===== config.mk =====
export PLATFORM = sky130hd
export DESIGN_NAME = adunare_pipe
export DESIGN_NICKNAME = d
export VERILOG_FILES = /design/src/rtl/adunare_pkg.sv /design/src/rtl/adunare_stage.sv /design/src/rtl/adunare_pipe.sv
export SDC_FILE = /design/constraint.sdc
export NUM_CORES = 1
export LEC_CHECK = 0
export ABC_CLOCK_PERIOD_IN_PS = 4700
export CAP_MARGIN = 10
export CORE_MARGIN = 2
export CORE_UTILIZATION = 30
export DETAILED_ROUTE_END_ITERATION = 7
export SETUP_SLACK_MARGIN = 0.2
export SLEW_MARGIN = 5
export SYNTH_ARGS = -nofsm -noshare
export SYNTH_HDL_FRONTEND = slang
export SYNTH_SLANG_ARGS = --single-unit

===== constraint.sdc =====
create_clock -name clk -period 4.7 [get_ports clk]
set_input_delay 0.94 -clock clk [delete_from_list [all_inputs] [get_ports clk]]
set_output_delay 0.94 -clock clk [all_outputs]
set_load 0.1 [all_outputs]

===== src/rtl/adunare_pkg.sv =====
// Shared definitions for the pipelined adunare adder/subtractor.
// Provides the chunk-width helper, parameter legality check and flag struct.
package adunare_pkg;

   localparam int unsigned MAX_STAGES = 16;

   typedef struct packed {
      logic cout;
      logic ovf;
   } adunare_flags_t;

   function automatic int unsigned chunk(input int unsigned width, input int unsigned stages);
      return (stages == 0) ? width : width / stages;
   endfunction

   function automatic bit params_ok(input int unsigned width, input int unsigned stages);
      return (stages >= 1) && (stages <= MAX_STAGES) && (width > 0) && ((width % stages) == 0);
   endfunction

endpackage


===== src/rtl/adunare_stage.sv =====
// One CHUNK-bit slice of the pipelined adder: registered sum chunk, carry out,
// carry into the chunk MSB (for signed overflow) and valid bit, all gated by i_en.
module adunare_stage #(
   parameter int unsigned CH = 16
) (
   input  logic          clk,
   input  logic          rst_n,
   input  logic          i_en,
   input  logic          i_valid,
   input  logic [CH-1:0] i_a,
   input  logic [CH-1:0] i_b,
   input  logic          i_cin,
   output logic          o_valid,
   output logic [CH-1:0] o_sum,
   output logic          o_cout,
   output logic          o_cmsb
);

   logic [CH:0] w_full;
   logic        w_cmsb;

   logic          r_valid;
   logic [CH-1:0] r_sum;
   logic          r_cout;
   logic          r_cmsb;

   // Carry into the MSB recovered from the sum bit and the two operand bits.
   always_comb begin
      w_full = {1'b0, i_a} + {1'b0, i_b} + {{CH{1'b0}}, i_cin};
      w_cmsb = w_full[CH-1] ^ i_a[CH-1] ^ i_b[CH-1];
   end

   always_ff @(posedge clk or negedge rst_n) begin
      if (!rst_n) begin
         r_valid <= 1'b0;
         r_sum   <= '0;
         r_cout  <= 1'b0;
         r_cmsb  <= 1'b0;
      end else if (i_en) begin
         r_valid <= i_valid;
         r_sum   <= w_full[CH-1:0];
         r_cout  <= w_full[CH];
         r_cmsb  <= w_cmsb;
      end
   end

   assign o_valid = r_valid;
   assign o_sum   = r_sum;
   assign o_cout  = r_cout;
   assign o_cmsb  = r_cmsb;

endmodule


===== src/rtl/adunare_pipe.sv =====
// Parametrised pipelined adder/subtractor: STAGES chunk slices, LSB chunk first,
// with operand skew / sum deskew registers and a whole-pipeline valid/ready stall.
module adunare_pipe
   import adunare_pkg::*;
#(
   parameter int unsigned WIDTH  = 64,
   parameter int unsigned STAGES = 4
) (
   input  logic             clk,
   input  logic             rst_n,
   input  logic             in_valid,
   output logic             in_ready,
   input  logic [WIDTH-1:0] in_a,
   input  logic [WIDTH-1:0] in_b,
   input  logic             in_cin,
   input  logic             in_sub,
   output logic             out_valid,
   input  logic             out_ready,
   output logic [WIDTH-1:0] out_sum,
   output logic             out_cout,
   output logic             out_ovf
);

   localparam int unsigned CH = chunk(WIDTH, STAGES);

   typedef struct packed {
      logic [WIDTH-1:0] sum;
      adunare_flags_t   flags;
   } res_t;

   if (!params_ok(WIDTH, STAGES)) begin : g_bad_params
      $error("adunare_pipe: WIDTH must be a multiple of STAGES and STAGES must be 1..16");
   end

   logic             w_en;
   logic [WIDTH-1:0] r_opa [STAGES];
   logic [WIDTH-1:0] r_opb [STAGES];
   logic [WIDTH-1:0] r_lo  [STAGES];
   logic [WIDTH-1:0] w_opa [STAGES];
   logic [WIDTH-1:0] w_opb [STAGES];
   logic [WIDTH-1:0] w_lo  [STAGES];
   logic [WIDTH-1:0] w_cat [STAGES];
   logic [CH-1:0]    w_chunk [STAGES];
   logic             w_vin  [STAGES];
   logic             w_cin  [STAGES];
   logic             w_vout [STAGES];
   logic             w_cout [STAGES];
   logic             w_cmsb [STAGES];
   res_t             w_res;

   assign w_en     = !w_vout[STAGES-1] || out_ready;
   assign in_ready = w_en;

   for (genvar k = 0; k < STAGES; k++) begin : g_st
      if (k == 0) begin : g_first
         assign w_opa[k] = in_a;
         assign w_opb[k] = in_sub ? ~in_b : in_b;
         assign w_vin[k] = in_valid;
         assign w_cin[k] = in_cin ^ in_sub;
         assign w_lo[k]  = '0;
      end else begin : g_next
         // Skew registers keep the next unconsumed chunk in the low bits.
         always_ff @(posedge clk or negedge rst_n) begin
            if (!rst_n) begin
               r_opa[k] <= '0;
               r_opb[k] <= '0;
               r_lo[k]  <= '0;
            end else if (w_en) begin
               r_opa[k] <= w_opa[k-1] >> CH;
               r_opb[k] <= w_opb[k-1] >> CH;
               r_lo[k]  <= w_cat[k-1];
            end
         end
         assign w_opa[k] = r_opa[k];
         assign w_opb[k] = r_opb[k];
         assign w_vin[k] = w_vout[k-1];
         assign w_cin[k] = w_cout[k-1];
         assign w_lo[k]  = r_lo[k];
      end

      adunare_stage #(.CH(CH)) u_stage (
         .clk     (clk),
         .rst_n   (rst_n),
         .i_en    (w_en),
         .i_valid (w_vin[k]),
         .i_a     (w_opa[k][CH-1:0]),
         .i_b     (w_opb[k][CH-1:0]),
         .i_cin   (w_cin[k]),
         .o_valid (w_vout[k]),
         .o_sum   (w_chunk[k]),
         .o_cout  (w_cout[k]),
         .o_cmsb  (w_cmsb[k])
      );

      // Deskewed bits above chunk k are always zero, so OR merges the new chunk.
      assign w_cat[k] = w_lo[k] | (WIDTH'(w_chunk[k]) << (k * CH));
   end

   assign w_res.sum        = w_cat[STAGES-1];
   assign w_res.flags.cout = w_cout[STAGES-1];
   assign w_res.flags.ovf  = w_cout[STAGES-1] ^ w_cmsb[STAGES-1];

   assign out_valid = w_vout[STAGES-1];
   assign out_sum   = w_res.sum;
   assign out_cout  = w_res.flags.cout;
   assign out_ovf   = w_res.flags.ovf;

endmodule


==> run_results.csv <==
group,metric,value,unit
synthesis,yosysSeqAreaShare,0.524,
clock_tree,htree_levels,2,
die,fp-row-count,87,
drt,avgRoutedWirePerCell,13.8,um
clock_tree,cts_hold_buf,0,
drt,met2WireLength,18000,um
sta,skew,0.0183,ns
synthesis,syn_inst,1940,
synthesis,ys_types,64,
final_layout,layout_commonest_cell,"nand2_1",
final_layout,postLayoutCoreUtil,0.374,
setup_path,critPathKind,"primary input to flip-flop",
clock_tree,insertion_delay,0.56,ns
final_layout,multi_input_area,7440,um^2
clock_tree,clk_path_buf_depth,3,
hold_path,hold_path.class,"primary input to async pin",
final_layout,seqCellArea,9030,um^2
synthesis,synth_edf_count,0,
final_layout,syn2layout_area_growth,22.9,%
drt,maxUsedRoutingLayer,"met5",
final_layout,drive_above_1_share,0.0488,
sta,whs,0.437,ns
final_layout,final_area,21200,um^2
global_route,grt_pass1_vias,13200,
synthesis,syn_nets,2142,
placed_design,dp_slack,0.874,ns
setup_path,start_kind,"primary input",
global_route,grt_pass1_wl,66800,um
drt,wl_met3,1720,um
sta,slew_viol_final,0,
sta,fin_crit,3.28,ns
setup_path,worstReg2RegStart,"g_st[1].u_stage.o_cout",
drt,vias,13000,
drt,wl_met1,18800,um
synthesis,synth_xor_area_frac,0.0552,
placed_design,placed_area,19700,um^2
final_layout,fill_cells,5769,
synthesis,synth_warnings,0,
clock_tree,post_cts_buffers,0,
drt,drtAntennaViolNets,0,
sta,post-route-period-util,0.698,
global_route,antenna_found_initial,1,
synthesis,postSynthAreaPerCell,8.88,um^2
clock_tree,cts_buffers,41,
die,die_h,244,um
clock_tree,cts.reportedPaths.clkPinSlew,0.06,ns
drt,vias_per_cell,4.57,
synthesis,synth-compound-area-share,0.0933,
synthesis,synthAdderAreaFrac,0.0529,
pwr,peakVddDrop,667,uV
setup_path,critPathLaunch,"in_b[0]",
die,pin_count,202,
setup_path,worstPathArrival,3.76,ns
drt,routed_wl,39400,um
sta,finalHoldViolCount,0,
setup_path,rr_endpoint,"g_st[2].u_stage.o_sum[14]",
pwr,cellPowerDensity,782,nW/um^2
setup_path,crit_path_end,"g_st[0].u_stage.o_sum[10]",
global_route,grt_use_total,0.135,
global_route,grt_overflow,0,
synthesis,synth_area,17200,um^2
setup_path,crit_required,5.18,ns
clock_tree,clock-sinks,361,
sta,rsz0062_at_grt,"false",
pwr,p_leak,9.99,nW
die,start_util,0.304,
clock_tree,tritoncts,"built",
clock_tree,root_buffer,"clkbuf_16",
die,die_area,59400,um^2
synthesis,async_flop_share,1.00,
placed_design,dp_hpwl,26500,um
setup_path,r2r_slack,1.60,ns
sta,setup_viol,0,
sta,setup_tns,0,ns
placed_design,gp_congestion,0.819,
sta,slew_headroom,0.300,
synthesis,synthMuxAreaShare,0.00443,
run_status,outcome,"finished clean",
synthesis,synth_ff_type,"dfrtp_1",
setup_path,crit_fanout,4,
drt,dr.first_iter.drc_count,634,
synthesis,synth_top_family_by_area,"simple AND/OR/NAND/NOR gates",
final_layout,layout.nets,2262,
setup_path,reg2reg_depth,8,
setup_path,end_kind,"flip-flop",
clock_tree,cts_resized,0,
final_layout,final_cell_mix,"nand2_1 (847), dfrtp_1 (361), clkdlybuf4s50_1 (197), o21ai_0 (102), xnor2_1 (72)",
synthesis,synthSimpleGateAreaFrac,0.225,
drt,first_pass_iters,5,
global_route,grt_max_degree,221,
sta,fmax,305,MHz
placed_design,port_buffers,201,
sta,worst_slack,1.42,ns
die,core_area,56600,um^2
drt,drc,0,
die,fp.dieW,244,um
sta,worstMarginPinSlew,1.05,ns
run,drv_cap,0,
final_layout,antenna_cells,0,
synthesis,synth-seq-cells,361,
[registers in the layout, summed over array words and instances, names as in the netlist]
name,flops
g_st.u_stage.o_valid,4
g_st.u_stage.o_cmsb,1
g_st.u_stage.o_sum,64
r_opa,96
g_st.u_stage.o_cout,4
r_opb,96
r_lo,96
[layer usage]
metal | vias to the layer above | GRT usage
met5 | - | 0
met4 | 2 | 0.0368
met3 | 65 | 0.0276
met2 | 227 | 0.216
met1 | 6232 | 0.184
li1 | 6491 | -
[final cells by class]
class	count	share of cell area
clock inverter	18	0.0164
sequential	361	0.427
inverter	17	0.00337
clock buffer	55	0.0542
timing repair buffer	216	0.104
multi-input combinational	1423	0.351
tap	756	0.0447
[cells in the mapped netlist, drive strengths merged (15+ instances only)]
cell type,n,share of area
nand3,15,0.0044
ha,60,0.044
o21ai,104,0.030
clkbuf,76,0.017
nor2,57,0.012
inv,17,0.0037
a21o,16,0.0070
dfrtp,361,0.52
xor2,34,0.017
nor3,15,0.0044
a21oi,58,0.017
nand2,848,0.18
a211oi,24,0.012
buf,63,0.024
xnor2,72,0.037
[critical path, stage by stage]
cell	delay, ns
clkdlybuf4s50_1	0.48
xor2_1	0.19
fa_1	0.23
inv_1	0.06
fa_1	0.43
nor2b_1	0.16
o31a_1	0.20
o31a_2	0.25
a21oi_1	0.11
or4b_2	0.61
nand3_1	0.09
[metrics by stage]
step,instances,total power [mW]
global route,2846,17.8
finish,2846,16.6
floorplan,1940,11.5
detailed placement,2773,13.1
global placement,2773,13.0
CTS,2846,16.8
[worst min-delay path by stage]
| stage | from | endpoint | slack, ns | depth (start not counted) |
|---|---|---|---|---|
| 2_1_floorplan | g_st[2].u_stage.o_valid | g_st[2].u_stage.o_valid | 0.43 | 2 |
| 3_3_place_gp | r_lo[77] | r_lo[77] | 0.45 | 2 |
| 3_5_place_dp | r_lo[142] | r_lo[142] | 0.46 | 2 |
| 4_1_cts | rst_n | r_opa[95] | 0.46 | 1 |
| 5_1_grt | rst_n | r_lo[68] | 0.49 | 1 |
| 6_report | rst_n | r_lo[68] | 0.44 | 1 |
[report_power, final]
group | total [mW] | internal (mW) | switching, mW
clock | 3.53 | 2.22 | 1.31
combinational | 7.74 | 2.53 | 5.21
sequential | 5.30 | 4.51 | 0.789
[cell families after synthesis]
logic type,after synthesis
AND/OR/NAND/NOR,981
flip-flops,361
AO/OA/AOI/OAI,260
buffers and inverters,156
XOR/XNOR,107
adder cells (fa/ha/maj),68
multiplexers,7
No activity file was read; power rests on OpenSTA's default activity.
